[config.mk]
export PLATFORM = sky130hd
export DESIGN_NAME = tff_mod_counter
export DESIGN_NICKNAME = d
export VERILOG_FILES = /design/src/rtl/tff_pkg.sv /design/src/rtl/tff_mod_counter_t_ff.sv /design/src/rtl/tff_mod_counter.sv
export SDC_FILE = /design/constraint.sdc
export NUM_CORES = 1
export LEC_CHECK = 0
export CORE_AREA = 3 3 40 42
export CTS_CLUSTER_SIZE = 20
export DETAILED_ROUTE_END_ITERATION = 10
export DIE_AREA = 0 0 43 45
export DONT_BUFFER_PORTS = 1
export GPL_ROUTABILITY_DRIVEN = 0
export GPL_TIMING_DRIVEN = 0
export PLACE_DENSITY = 0.47
export SYNTH_ARGS = -nofsm -noshare
export SYNTH_HDL_FRONTEND = slang
export SYNTH_SLANG_ARGS = --single-unit
[constraint.sdc]
create_clock -name clk -period 1.7 [get_ports clk]
set_clock_uncertainty 0.2 [all_clocks]
set_input_delay 0.34 -clock clk [delete_from_list [all_inputs] [get_ports clk]]
set_output_delay 0.34 -clock clk [all_outputs]
set_load 0.01 [all_outputs]
[src/rtl/tff_pkg.sv]
// Shared constants for the toggle-latch / T-flip-flop counter stages.
// Default WIDTH/MODULUS live here so upstream and downstream stages agree.
package tff_pkg;

  localparam logic DIR_UP   = 1'b1;
  localparam logic DIR_DOWN = 1'b0;

  localparam int unsigned DEFAULT_WIDTH   = 4;
  localparam int unsigned DEFAULT_MODULUS = 10;

  typedef enum logic [1:0] {
    OP_HOLD,
    OP_LOAD,
    OP_COUNT,
    OP_RECOVER
  } cnt_op_e;

  function automatic int unsigned clog2(input int unsigned value);
    int unsigned result = 0;
    int unsigned rem    = (value > 0) ? value - 1 : 0;
    while (rem != 0) begin
      result++;
      rem = rem >> 1;
    end
    return result;
  endfunction

endpackage

[src/rtl/tff_mod_counter_t_ff.sv]
// Edge-triggered T flip-flop with asynchronous active-low clear.
module t_ff (
  input  logic clk,
  input  logic rst_n,
  input  logic t,
  output logic q,
  output logic q_bar
);

  always_ff @(posedge clk or negedge rst_n) begin
    if (!rst_n) begin
      q <= 1'b0;
    end else if (t) begin
      q <= ~q;
    end
  end

  assign q_bar = ~q;

endmodule

[src/rtl/tff_mod_counter.sv]
// Modulo-N up/down counter built from T flip-flops, with cascade tc and wrap pulse.
// Define TFF_CNT_SATURATE_EN to saturate at the bounds instead of wrapping.
module tff_mod_counter
  import tff_pkg::*;
#(
  parameter int unsigned WIDTH   = DEFAULT_WIDTH,
  parameter int unsigned MODULUS = DEFAULT_MODULUS
) (
  input  logic             clk,
  input  logic             rst_n,
  input  logic             en,
  input  logic             up,
  input  logic             load,
  input  logic [WIDTH-1:0] d,
  output logic [WIDTH-1:0] q,
  output logic             tc,
  output logic             wrap
);

  if (WIDTH < 2 || WIDTH > 16) begin : g_bad_width
    $error("tff_mod_counter: WIDTH must be in 2..16");
  end
  if (MODULUS < 2 || clog2(MODULUS) > WIDTH) begin : g_bad_modulus
    $error("tff_mod_counter: MODULUS must be in 2..2**WIDTH");
  end

  localparam logic [WIDTH-1:0] MAX_VAL = WIDTH'(MODULUS - 1);
  localparam logic [WIDTH:0]   MOD_EXT = (WIDTH + 1)'(MODULUS);

  logic [WIDTH-1:0] q_next;
  logic [WIDTH-1:0] q_bar;
  logic [WIDTH-1:0] t;
  logic             wrap_next;
  logic             at_max;
  logic             at_zero;
  logic             at_bound;
  logic             in_range;
  cnt_op_e          op;

  assign at_max   = (q == MAX_VAL);
  assign at_zero  = &q_bar;
  assign at_bound = (up == DIR_UP) ? at_max : at_zero;
  assign in_range = ({1'b0, q} < MOD_EXT);

  assign tc = rst_n & en & at_bound;

  always_comb begin
    op = OP_HOLD;
    if (load) begin
      op = OP_LOAD;
    end else if (en) begin
      op = in_range ? OP_COUNT : OP_RECOVER;
    end
  end

  always_comb begin
    q_next    = q;
    wrap_next = 1'b0;
    case (op)
      OP_LOAD: begin
        q_next = ({1'b0, d} >= MOD_EXT) ? MAX_VAL : d;
      end
      OP_COUNT: begin
        if (at_bound) begin
`ifdef TFF_CNT_SATURATE_EN
          q_next = q;
`else
          q_next    = (up == DIR_UP) ? '0 : MAX_VAL;
          wrap_next = 1'b1;
`endif
        end else begin
          q_next = (up == DIR_UP) ? q + WIDTH'(1) : q - WIDTH'(1);
        end
      end
      OP_RECOVER: begin
        q_next = '0;
      end
      default: begin
        q_next = q;
      end
    endcase
  end

  // State lives only in the T flip-flops: each bit toggles where q and q_next differ.
  assign t = q ^ q_next;

  for (genvar i = 0; i < WIDTH; i++) begin : g_bit
    t_ff u_bit (
      .clk   (clk),
      .rst_n (rst_n),
      .t     (t[i]),
      .q     (q[i]),
      .q_bar (q_bar[i])
    );
  end

  always_ff @(posedge clk or negedge rst_n) begin
    if (!rst_n) begin
      wrap <= 1'b0;
    end else begin
      wrap <= wrap_next;
    end
  end

endmodule

==> impl_metrics.yaml, run 1 <==
run_status:
  status: "finished, final reports clean"
flow_run:
  drv_cap: 0
layout:
  final_util_pct: 42.65
  num-fill-cells: 128
  nNetsFinal: 72
  fin_cells: 74
  regArea_um2: 128.9
  area_growth_pct: 31.14
  final_area_um2: 548.0
  multiInputGateArea_um2: 289.0
  drive_above_1_share_pct: 38.98
  diodes: 0
yosys:
  synth_top_area_share_pct: 29.94
  syn_nets: 62
  synthAdderAreaFrac_pct: 10.78
  synth_mux_area_share_pct: 0
  syn-instance-count: 50
  synth_seq_cells: 5
  avgSynthCellArea_um2: 8.358
  synthXorXnorAreaFrac_pct: 2.096
  synth-simple-area-share_pct: 23.65
  ys_warn_count: 0
  netlist_area_um2: 417.9
  yosysTopAreaCell: "dfrtp_1"
  synth_compound_area_share_pct: 22.75
  synth.area.top_cells: "dfrtp_1 30%, buf_4 7.2%, nor2_1 6.3%"
  ys_seq_area_share_pct: 29.94
  yosysUniqueCellTypes: 23
  synth_top_family_by_area: "simple AND/OR/NAND/NOR gates"
detailed_routing:
  drtIter0Drc: 7
  wirelength_um: 1063
  drc_errors: 0
  num_vias: 401
  dr.pass1.iters: 4
  viasPerCell: 5.419
  drt-wirelength-per-cell_um: 14.36
  postRouteAntennaNets: 0
sta:
  worst_pin_slew_ps: 278.6
  relSlewSlack_pct: 81.23
  slew_violations: 0
  fin_ws_ps: 34.85
  setup_viol: 0
  fin_crit_ps: 1665
  finalHoldViolations: 0
  timing.hold.ws_ps: 73.33
  timing.setup.tns_ps: 0
  fin_crit_sh_pct: 97.95
  rsz0062_at_grt: "true"
  fmax_ghz: 0.6005
worst_setup_path:
  arrival_ps: 1130
  crit_type: "flip-flop to primary output"
  ff2ff_path_depth: 4
  regToRegEndpoint: "g_bit[1].u_bit.q"
  worstPathRequired_ps: 1160
  r2r_slack_ps: 90
  critPathLaunchType: "flip-flop"
  crit_path_max_fanout: 3
  worstSetupEndpointType: "primary output"
  r2r_start: "g_bit[0].u_bit.q"
cts:
  clkTransAtPathRegs_ps: 40
  cts_tree: "built"
  htreeDepth: 1
  clock_latency_ps: 240
  root_buffer: "clkbuf_4"
  numCtsBuffers: 3
  clockBufferDepth: 2
  clock-sinks: 5
pwr:
  switching_share_pct: 35.38
  power_frac_comb_pct: 38.3
  p_per_area_nw_per_um2: 901.9
  p_seq_share_pct: 34.4
  ir_worst_vdd_v: 0.0004223
  clockPowerShare_pct: 27.3
  power_mw: 0.4943
  switchingPower_mw: 0.1749
  p_leak_nw: 0.2315
  internal_power_mw: 0.3194
die:
  rows: 13
  dieArea_um2: 1935
  dieWidth_um: 43
  die_h_um: 45
  ios: 15
  core_um2: 1285
  initial_core_util_pct: 32.52
global_route:
  overflow: 0
  antenna_found_initial: 0
  grt_pass1_wl_um: 1614
  grt_pass1_vias: 366
  grt_max_degree: 8
  grtUsageTotal_pct: 11.66
worst_hold_path:
  holdPathStages: 2
  min-delay-start: "en"
  min_path_type: "input pin to flip-flop"
  min_to: "wrap"
placement:
  place_inst: 65
  dp_slack_ps: 102.9
  hpwl_um: 764.9
  placed_cell_area_um2: 436.7
  portBuffers: 0
-- state kept, by name (all words and copies together) (netlist names) --
signal and count:
g_bit.u_bit.q 4, wrap 1
-- power groups by stage --
stage               combinational (mW)  clock, mW  sequential [mW]
floorplan                        0.121          0            0.157
global route                     0.210      0.151            0.173
global placement                 0.140          0            0.168
CTS                              0.171      0.139            0.163
finish                           0.189      0.135            0.170
detailed placement               0.139          0            0.167
-- critical path, stage by stage, from the launching register on --
cell	delay, ps
dfrtp_2	430
and3_4	190
o21ai_4	200
nor2_4	60
-- final cells by class --
cell class	instances	area share (%)
multi-input combinational	37	52.74
sequential	5	23.52
timing repair buffer	5	7.306
buffer	4	5.479
clock buffer	4	4.795
tap	15	3.425
inverter	4	2.740
-- synth_stat cells, drive strengths merged --
library cell	count
nor2	7
xor2	1
nor3	1
and3	1
o21a	1
ha	2
dfrtp	5
buf	4
a21oi	2
nor4	1
nand3	5
inv	4
and2b	1
nand2b	1
fa	1
a32oi	2
o21ai	5
o2111ai	1
o211ai	1
a22oi	1
nand2	3
-- timing repair --
item                                    CTS  global route
hold endpoints to repair                  5             0
resized for setup                         5             7
pin swaps                                 1             4
setup buffers                             3             1
hold buffers                              1             0
endpoints found under the setup margin    1             1
-- logic make-up (layout without fill, tap and decap cells) --
group	Yosys count	count (layout)
flip-flops	5	5
adder cells (fa/ha/maj)	3	3
AO/OA/AOI/OAI	13	13
XOR/XNOR	1	1
buffers and inverters	8	17
AND/OR/NAND/NOR	20	20
-- routing by layer --
metal | global-route usage, % | wire length [um] | share of wire, %
met1 | 13.05 | 431 | 41
met2 | 19.46 | 542 | 51
met3 | 5.976 | 84 | 7.9
met4 | 3.614 | 5 | 0.47
met5 | 0 | 0 | 0
-- placed cells by master (no fill, tap or decap), types with 2 or more instances in the layout --
| cell type | count |
|---|---|
| dfrtp_1 | 2 |
| dfrtp_2 | 3 |
| a21oi_1 | 2 |
| clkbuf_4 | 3 |
| o21ai_0 | 2 |
| a32oi_1 | 2 |
| ha_1 | 2 |
| inv_1 | 4 |
| buf_4 | 8 |
| nand2_1 | 3 |
| o21ai_2 | 2 |
| nor2_1 | 5 |
| nand3_1 | 4 |
| nor2_4 | 2 |
-- worst max-delay path by stage --
stage,from,to,depth (start not counted)
floorplan,g_bit[0].u_bit.q,g_bit[2].u_bit.q,4
global placement,g_bit[0].u_bit.q,g_bit[2].u_bit.q,4
detailed placement,g_bit[0].u_bit.q,g_bit[2].u_bit.q,4
CTS,g_bit[3].u_bit.q,tc,3
global route,g_bit[0].u_bit.q,tc,3
finish,g_bit[0].u_bit.q,tc,3
Power figures use the tool's default switching activity.
==> run 2, diff against run 1 <==
CAP_MARGIN = 20   (was not set)
==> results of run 2 <==
Same layout as run 1: the final DEF is identical, and so are final timing and power.
==> run 3, diff against run 2 <==
CAP_MARGIN = not set   (was 20)
==> results of run 3 <==
Same layout as run 1: the final DEF is identical, and so are final timing and power.
